## config.mk

```make
export PLATFORM = sky130hd
export DESIGN_NAME = fan_duty_sequencer
export DESIGN_NICKNAME = d
export VERILOG_FILES = /design/src/rtl/fan_ctrl_pkg.sv /design/src/rtl/clk_en_prescaler.sv /design/src/rtl/fan_duty_sequencer.sv
export SDC_FILE = /design/constraint.sdc
export NUM_CORES = 1
export LEC_CHECK = 0
export ABC_AREA = 1
export CORE_MARGIN = 1.5
export CORE_UTILIZATION = 30
export CTS_CLUSTER_DIAMETER = 50
export DETAILED_ROUTE_END_ITERATION = 8
export GPL_TIMING_DRIVEN = 1
export MAX_ROUTING_LAYER = met4
export PLACE_DENSITY_LB_ADDON = 0.1
export SYNTH_ARGS = -nofsm -noshare
export SYNTH_HDL_FRONTEND = slang
export SYNTH_SLANG_ARGS = --single-unit
```

## constraint.sdc

```tcl
create_clock -name clk_i -period 4.7 [get_ports clk_i]
set_clock_uncertainty 0.1 [all_clocks]
set_input_delay 0.94 -clock clk_i [delete_from_list [all_inputs] [get_ports clk_i]]
set_output_delay 0.94 -clock clk_i [all_outputs]
set_load 0.005 [all_outputs]
```

## src/rtl/fan_ctrl_pkg.sv

```systemverilog
// Shared definitions for the fan control path: FSM state encodings and default widths.
package fan_ctrl_pkg;

    localparam int unsigned COUNTER_BITWIDTH_DEFAULT = 4;

    typedef enum logic [1:0] {
        ST_OFF   = 2'd0,
        ST_KICK  = 2'd1,
        ST_RAMP  = 2'd2,
        ST_TRACK = 2'd3
    } fan_state_e;

endpackage

```

## src/rtl/clk_en_prescaler.sv

```systemverilog
// Clock-enable divider: registered one-cycle strobe every prescaler+1 clocks.
// The divide ratio is reloaded only on wrap so a change never produces a short interval.
module clk_en_prescaler #(
    parameter int unsigned WIDTH = 8
) (
    input  logic             clk_i,
    input  logic             rstn_i,
    input  logic [WIDTH-1:0] prescaler_i,
    output logic             clk_en_o
);

    logic [WIDTH-1:0] cnt_q, cnt_d;
    logic [WIDTH-1:0] prescaler_q, prescaler_d;
    logic             clk_en_q, clk_en_d;

    always_comb begin
        cnt_d       = cnt_q + WIDTH'(1);
        prescaler_d = prescaler_q;
        clk_en_d    = 1'b0;
        if (cnt_q == prescaler_q) begin
            cnt_d       = '0;
            prescaler_d = prescaler_i;
            clk_en_d    = 1'b1;
        end
    end

    always_ff @(posedge clk_i or negedge rstn_i) begin
        if (!rstn_i) begin
            cnt_q       <= '0;
            prescaler_q <= '0;
            clk_en_q    <= 1'b0;
        end else begin
            cnt_q       <= cnt_d;
            prescaler_q <= prescaler_d;
            clk_en_q    <= clk_en_d;
        end
    end

    assign clk_en_o = clk_en_q;

endmodule

```

## src/rtl/fan_duty_sequencer.sv

```systemverilog
// Fan PWM control stage: start-up kick at maximum duty, then a slew-limited ramp
// toward the requested duty, with all duty updates aligned to PWM period ends.
module fan_duty_sequencer
    import fan_ctrl_pkg::*;
#(
    parameter int unsigned COUNTER_BITWIDTH   = COUNTER_BITWIDTH_DEFAULT,
    parameter int unsigned PRESCALER_BITWIDTH = 8,
    parameter int unsigned KICK_PERIODS       = 8,
    parameter int unsigned RAMP_STEP_PERIODS  = 2
) (
    input  logic                          clk_i,
    input  logic                          rstn_i,
    input  logic                          enable_i,
    input  logic [PRESCALER_BITWIDTH-1:0] prescaler_i,
    input  logic [COUNTER_BITWIDTH-1:0]   targetValue_i,
    input  logic [COUNTER_BITWIDTH-1:0]   minCounterValue_i,
    input  logic [COUNTER_BITWIDTH:0]     periodCounterValue_i,
    output logic                          clk_en_o,
    output logic [COUNTER_BITWIDTH-1:0]   counterValue_o,
    output logic [COUNTER_BITWIDTH-1:0]   minCounterValue_o,
    output logic [COUNTER_BITWIDTH:0]     periodCounterValue_o,
    output logic [1:0]                    state_o
);

    localparam int unsigned CW       = COUNTER_BITWIDTH;
    localparam int unsigned PW       = COUNTER_BITWIDTH + 1;
    localparam int unsigned KW       = $clog2(KICK_PERIODS + 1);
    localparam int unsigned SW       = $clog2(RAMP_STEP_PERIODS + 1);
    localparam int unsigned DUTY_MAX = (2 ** COUNTER_BITWIDTH) - 1;

    logic clk_en;

    clk_en_prescaler #(
        .WIDTH(PRESCALER_BITWIDTH)
    ) u_prescaler (
        .clk_i      (clk_i),
        .rstn_i     (rstn_i),
        .prescaler_i(prescaler_i),
        .clk_en_o   (clk_en)
    );

    logic [PW-1:0] per_val_q, per_val_d;
    logic [PW-1:0] per_cnt_q, per_cnt_d;
    logic [PW-1:0] per_q, per_d;
    logic          period_end;

    // Period tracker mirrors the PWM generator's own counter and reload behaviour.
    always_comb begin
        per_val_d  = periodCounterValue_i;
        per_cnt_d  = per_cnt_q;
        per_d      = per_q;
        period_end = clk_en && (per_cnt_q == per_q);
        if (period_end) begin
            per_cnt_d = '0;
            per_d     = per_val_q;
        end else if (clk_en) begin
            per_cnt_d = per_cnt_q + PW'(1);
        end
    end

    logic [PW-1:0] min_ext;
    logic [PW-1:0] headroom;
    logic [CW-1:0] limit;
    logic [CW-1:0] eff_target;

    // Duty ceiling: period minus floor, saturated to the duty width, never wrapping.
    always_comb begin
        min_ext  = {1'b0, minCounterValue_i};
        headroom = per_val_q - min_ext;
        limit    = '0;
        if (per_val_q > min_ext) begin
            limit = (headroom > PW'(DUTY_MAX)) ? CW'(DUTY_MAX) : headroom[CW-1:0];
        end
        eff_target = (targetValue_i < limit) ? targetValue_i : limit;
    end

    fan_state_e    state_q, state_d;
    logic [CW-1:0] duty_q, duty_d;
    logic [CW-1:0] floor_q, floor_d;
    logic [KW-1:0] kick_cnt_q, kick_cnt_d;
    logic [SW-1:0] step_cnt_q, step_cnt_d;
    logic          run_req;
    logic          kick_done;
    logic          step_due;

    always_comb begin
        state_d    = state_q;
        duty_d     = duty_q;
        floor_d    = floor_q;
        kick_cnt_d = kick_cnt_q;
        step_cnt_d = step_cnt_q;
        run_req    = enable_i && (targetValue_i != '0);
        kick_done  = (kick_cnt_q == KW'(KICK_PERIODS - 1));
        step_due   = (step_cnt_q == SW'(RAMP_STEP_PERIODS - 1));

        if (!run_req) begin
            // Forced off wins over everything, including a coincident period end.
            state_d    = ST_OFF;
            duty_d     = '0;
            floor_d    = '0;
            kick_cnt_d = '0;
            step_cnt_d = '0;
        end else begin
            case (state_q)
                ST_OFF: begin
                    state_d    = ST_KICK;
                    kick_cnt_d = '0;
                end
                ST_KICK: begin
                    if (period_end) begin
                        duty_d  = limit;
                        floor_d = minCounterValue_i;
                        if (kick_done) begin
                            state_d    = ST_RAMP;
                            step_cnt_d = '0;
                        end else begin
                            kick_cnt_d = kick_cnt_q + KW'(1);
                        end
                    end
                end
                ST_RAMP: begin
                    if (period_end) begin
                        floor_d    = minCounterValue_i;
                        step_cnt_d = step_due ? '0 : step_cnt_q + SW'(1);
                        if (duty_q > limit) begin
                            duty_d = limit;
                            if (limit == eff_target) begin
                                state_d = ST_TRACK;
                            end
                        end else if (duty_q == eff_target) begin
                            state_d = ST_TRACK;
                        end else if (step_due) begin
                            duty_d = (duty_q < eff_target) ? duty_q + CW'(1) : duty_q - CW'(1);
                            if (duty_d == eff_target) begin
                                state_d = ST_TRACK;
                            end
                        end
                    end else if (duty_q == eff_target) begin
                        state_d = ST_TRACK;
                    end
                end
                ST_TRACK: begin
                    if (period_end) begin
                        floor_d = minCounterValue_i;
                    end
                    if (duty_q != eff_target) begin
                        state_d    = ST_RAMP;
                        step_cnt_d = '0;
                    end
                end
                default: begin
                    state_d = ST_OFF;
                    duty_d  = '0;
                    floor_d = '0;
                end
            endcase
        end
    end

    always_ff @(posedge clk_i or negedge rstn_i) begin
        if (!rstn_i) begin
            per_val_q  <= '0;
            per_cnt_q  <= '0;
            per_q      <= '0;
            state_q    <= ST_OFF;
            duty_q     <= '0;
            floor_q    <= '0;
            kick_cnt_q <= '0;
            step_cnt_q <= '0;
        end else begin
            per_val_q  <= per_val_d;
            per_cnt_q  <= per_cnt_d;
            per_q      <= per_d;
            state_q    <= state_d;
            duty_q     <= duty_d;
            floor_q    <= floor_d;
            kick_cnt_q <= kick_cnt_d;
            step_cnt_q <= step_cnt_d;
        end
    end

    assign clk_en_o             = clk_en;
    assign counterValue_o       = duty_q;
    assign minCounterValue_o    = floor_q;
    assign periodCounterValue_o = per_val_q;
    assign state_o              = state_q;

endmodule
```

; ---- After elaboration in Yosys (flattened, before gate mapping)
; Cells that the tools add are included.
[totals]
regBits = 48
in_bits = 24
output_inout_bits = 16
elab_cells = 102
[op_classes]
n_addsub = 7
n_lt_le_gt_ge = 5
n_eq_ne = 27
mux = 41
reduce_logical = 11
[op_table]
columns = op, count
row1 = $mux 4, 16
row2 = $mux 2, 17
row3 = $pmux 4 s2, 2
row4 = $ne 3x3->1 const B, 5
row5 = $ne 5x5->1 const B, 3
row6 = $eq 4x4->1, 3
row7 = $ne 4x4->1 const B, 3
row8 = $mux 5, 2
row9 = $reduce_and 5->1, 2
row10 = $add 4x1->4 const B, 2
row11 = $add 8x1->8 const B, 1
row12 = $eq 8x8->1, 1
row13 = $lt 4x4->1, 2
row14 = $mux 8, 1
row15 = $pmux 2 s4, 1
row16 = $reduce_and 7->1, 1
row17 = $ne 3x1->1 const B, 2
row18 = $pmux 2 s3, 1
row19 = $add 5x1->5 const B, 1
row20 = $eq 5x5->1, 1
row21 = $gt 5x4->1, 1
row22 = $gt 5x4->1 const B, 1
row23 = $sub 5x4->5, 1
row24 = $eq 2x1->1 const B, 2
row25 = other kinds (16), 19

; ---- Longest topological paths before layout
[depth]
word_depth = 16
ltp_mapped = 37
ltp_nobuf = 37

; ---- Hierarchy
; Synthesis repeated with hierarchy kept, for this count alone.
[unflattened]
hier_cells = 413
area_unflattened_um2 = 3294.4
[modules_own_cells]
columns = module, instances, cells_each, area_per_inst_um2, seq_area_each_um2
row1 = fan_duty_sequencer, 1, 306, 2419.8, 775.7
row2 = clk_en_prescaler, 1, 107, 874.6, 425.4

; ---- Worst setup path after synthesis
; Ideal clock, no wire load.
[synth_path]
path_kind = input to register
from = in minCounterValue_i[0]
to = reg state_q[0] (netlist: state_o[0])
setup_ns = 0.117
arrival_ns = 5.026
required_time_ns = 4.483
path_slack_ns = -0.542
cell_stages = 33
n_path_buf = 0
cell_sequence = ha_1 -> fa_1 -> inv_1 -> nand2_1 -> nand2_1 -> nand3_1 -> nand2_1 -> inv_1 -> a21oi_1 -> ha_1 -> a21oi_1 -> nand2_2 -> nand2_1 -> nand2_2 -> ha_1 -> inv_1 -> nor2_1 -> o21ai_0 -> nand2_1 -> ha_1 -> a21oi_1 -> nand2_1 -> xor2_1 -> xor2_1 -> o21ai_0 -> a21oi_1 -> nand2_1 -> nor2_1 -> nand2_1 -> nand2_2 -> nand2_1 -> nand2_1 -> nand2_1
[synth_via]
elab_chain_cells = 12
word_cells_on_any_way = 25
classes_between = add/sub (1) / order compare (5) / eq/ne (9) / mux (9) / reduce/logical (1)
[synth_lines]
columns = item, line_no
row1 = "start, declared", fan_duty_sequencer.sv:16  ; input logic [COUNTER_BITWIDTH-1:0] minCounterValue_i,
row2 = $sub 5x4->5, fan_duty_sequencer.sv:69  ; headroom = per_val_q - min_ext;
row3 = $gt 5x4->1, fan_duty_sequencer.sv:72  ; limit = (headroom > PW'(DUTY_MAX)) ? CW'(DUTY_MAX) : headroom[CW-1:0];
row4 = $mux 4, fan_duty_sequencer.sv:72
row5 = $mux 4 (*), fan_duty_sequencer.sv:71  ; if (per_val_q > min_ext) begin
row6 = "parallel branches: the longest is 8 deep, another holds $lt 4x4->1", --
row7 = "end signal, assigned", fan_duty_sequencer.sv:174  ; state_q <= state_d;
row8 = "end, declared", fan_duty_sequencer.sv:77  ; fan_state_e state_q, state_d;
; Every way passes the cells marked *.
; A chain may end at the register's enable or synchronous reset.

; ---- Worst setup path after layout
[layout_path]
from = in minCounterValue_i[0]
to = reg state_q[1] (netlist: state_o[1])
; The elaborated chain is that of the path after synthesis.

==> results <==
- The via count of the first global-routing pass is ~3k.
- The number of antenna diodes in the final layout is 0.
- The headroom to the max-slew limit is 58.40%.
- The sequential cell area fraction in the yosys report is about two fifths.
- The clock reaches the later pin of the worst-skew pair after 310 ps.
- Relative to the synthesized area, the layout overhead comes to 41.59%.
- The total via count after detailed routing is about 2.8k.
- In this run the critical register-to-register path is launched from periodCounterValue_o[0].
- The cell depth of the worst min-delay path is 2.
- Clock-pin slew was measured on the worst setup and hold paths at about 90 ps.
- Max-cap violations in this run came to 0.
- The total design power is between 2 and 2.5 mW.
- The overall routed net length is around 7.7 mm.
- In the final routed layout, each cell accounts on average for approximately 12 microns.
- In this run the deepest clock path goes through 2 buffers.
- Data on the critical path is required at its endpoint by around 4800 ps.
- The total overflow left after global routing is 0.
- The final-report max-slew violation count was 0.
- Once placement completed, the tool counted placed cells totaling roughly 600.
- The worst setup path is captured at a flip-flop.
- In this run the static leakage power is between 2 and 2.5 nW.
- The worst-case IR drop observed on VDD is ~0.00028 V.
- Synthesis produced 406 cells.
- The smallest clock period supported by the final layout is computed as slightly below 5000 ps.
- The number of CTS-inserted buffers is 5.
- The initial utilization of the core area, before any placement, comes to a little under a third.
- The power per cell area is around 450 nW/um^2.
- The run finished, with violations left.
- The final worst-path setup slack is -121.5 ps.
- The synthesized design spends more area on one cell type than any other, namely dfrtp_1.
- After synthesis, the share of flip-flops with an asynchronous set or reset is 100.0%.
- For this run, the detailed router's first-pass iteration total came to 4.
- By startpoint and endpoint, the worst setup path is classified as in2reg.
- The synthesized cell area is about 3200 sq um.
- The setup violation total in the final timing report is 2.
- The signal arrival time at the worst endpoint is between 4000 and 5000 ps.
- The congestion estimate from routability-driven global placement came to between 0.8 and 0.9.
- The final hold violation count is 0.
- The die covers approximately 11000 sq um.
- The total half-perimeter wirelength after legalization and detailed placement is between 5 and 6 mm.
- In this run the remaining antenna-violating nets after routing total 0.
- The post-route DRC violation count is 0.
- By area the synthesized netlist is led by dfrtp_1 38%, ha_1 11%, nand2_1 11%.
- The stage delay of the slowest cell on the critical path is ~400 ps.
- The number of design-rule violations left by the first detailed-router iteration is a little over 100.
- The unique cell type count in the Yosys netlist is 38.
- In this run the critical register-to-register path is captured at state_o[1].
- The transition time at the pin with the least slew margin is between 600 and 700 ps.
- The final period utilization is 102.6%.
- The per-cell via count in the routed design is 4.472.
- The wire length of the first global-routing pass is about 13 mm.
- Excluding fillers, the count of instances in the completed layout stands at 633.
- The fmax is 207.4 MHz.
- In this run the worst path has a maximum fanout of 5.
- The number of inserted filler cells in the final layout is a little over 1k.
- The path category of the worst min-delay check is reg2reg.
- In the final timing run, aggregate negative setup slack is -240.3 ps.
- The vertical die dimension is roughly 110 microns.
- The register area is around 1200 sq um.
- Counting flops with a built-in enable in the synthesized netlist gives 0.
- The top cell type by area accounts for roughly two fifths of the synthesized area.
- The worst setup path is launched from an input port.
- In the layout the commonest cells are 79 x nand2_1, 59 x inv_1, 48 x dfrtp_1.
- The launch instance of the worst min-delay path is step_cnt_q[1].
- The primary flip-flop cell chosen by synthesis mapping is dfrtp_1.
- Entering global routing, the biggest net connects 49 pins.
- The end point of the most critical hold path is step_cnt_q[1].
- Setup repair after global routing could not meet its margin everywhere.
- The floorplan row count is 37.
- The area of the core is around 10000 sq um.
- The share of cells above drive strength 1 is 25.55%.
- The path depth of the worst reg2reg path is 34.
- The cell chosen for the clock root is clkbuf_8.
- Global routing consumed, over all layers together, 15.02% of the routing resources.
- The setup check on the worst reg-to-reg path leaves a slack of 110 ps.
- CTS saw 48 sinks.
- From left edge to right edge, the die measures approximately 110 microns.
- The TritonCTS clock tree is done.
- The Yosys step of the flow raised 0 warnings.
- The slowest stage of the critical path belongs to the cell fa_2.
- CTS built an H-tree with a depth of 2.
- The count of input and output buffers is 39.
- The number of nets handed over by synthesis was 459.
- The initial antenna violation count is 0.
- Synthesis inferred 48 register bits.
- For this design the top-level I/O count stands at 40.
- The most frequent cell on the critical path is nand2_1.
- The area taken by multi-input logic gates is around 2000 sq um.
- The library cell used most frequently in the layout, excluding fill and tap cells, is nand2_1.
- Averaged over all synthesized cells, the footprint is approximately 7.8 sq um.
- The count of hold-fix buffers inserted at cts is 0.
- The checks that failed: negative setup slack.
- The net count of the finished layout is about 550.
metal layers:
layer	GRT usage (%)	part of all wire, %
met1	18.61	48
met2	25.07	47
met3	2.783	3.2
met4	4.440	1.5
met5	-	0
synthesized netlist by cell type (2+ instances only):
library cell	n
nand2_1	90
inv_1	68
dfrtp_1	48
nor2_1	33
ha_1	27
o21ai_0	26
nand3_1	25
xor2_1	14
a21oi_1	13
nor3_1	10
nand2_2	7
or2_2	4
a31oi_1	3
nand4_1	3
o211ai_1	3
o22ai_1	3
a21oi_2	2
clkinv_1	2
fa_1	2
mux2_2	2
nand3_2	2
o2111ai_1	2
xnor2_1	2
worst max path at each step:
stage	from	endpoint	slack (ps)
floorplan	minCounterValue_i[0]	state_o[0]	-170
global placement	minCounterValue_i[0]	state_o[0]	-950
detailed placement	minCounterValue_i[0]	state_o[0]	-1020
CTS	minCounterValue_i[0]	state_o[1]	2
global route	minCounterValue_i[0]	state_o[0]	-340
finish	minCounterValue_i[0]	state_o[1]	-120
sequential cells by signal, summed over array words and instances (netlist names):
name,cells
per_q,5
u_prescaler.cnt_q,8
u_prescaler.clk_en_o,1
step_cnt_q,2
state_o,2
counterValue_o,4
minCounterValue_o,4
periodCounterValue_o,5
per_cnt_q,5
u_prescaler.prescaler_q,8
kick_cnt_q,4
per-stage QoR:
step / util, % / hold WS [ps] / area, sq um / worst slack, ps
2_1_floorplan: - / 355.4 / 3204 / -170.1
3_3_place_gp: 38.73 / 384.5 / 3980 / -945.3
3_5_place_dp: 38.73 / 386.1 / 3980 / -1025
4_1_cts: 42.33 / 399.7 / 4350 / 2.244
5_1_grt: 43.44 / 417.1 / 4464 / -344.8
6_report: 43.44 / 396.3 / 4464 / -121.5
kinds of logic after synthesis:
logic type | synth area share (%)
flops | 38.10
fa+ha+maj | 11.98
compound gates | 10.87
xor+xnor | 4.445
mux | 0.7142
buf+inv | 8.730
simple gates | 25.16
cell type report:
cell class / instances / share of cell area [%]
well taps: 136 / 3.812
multi-input cells: 285 / 43.69
clock buffers: 6 / 1.850
flip-flops and latches: 48 / 26.91
repair buffers: 86 / 16.98
inverters: 70 / 5.886
clock inverters: 2 / 0.8688
critical path: cells and delay by family:
family	cells	cell delay (ps)
AOI/OAI and AO/OA	5	770
and+or+nand+nor	17	1160
buffers and inverters	5	440
xor gates and xnor gates	2	320
adders and majority gates	5	1300
report_power, final:
part | switching [mW] | internal (mW) | total [mW] | leakage, nW
sequential | 0.0569 | 0.450 | 0.507 | 0.594
clock | 0.148 | 0.174 | 0.322 | 0.0614
combinational | 0.588 | 0.609 | 1.20 | 1.47
total | 0.793 | 1.23 | 2.03 | 2.12
repair_timing:
item,in CTS,in global routing
resized for setup,47,15
setup buffers,11,5
endpoints found under the setup margin,5,3
hold endpoints to repair,0,0
pin swaps,31,23
No activity file was read; power rests on OpenSTA's default activity.
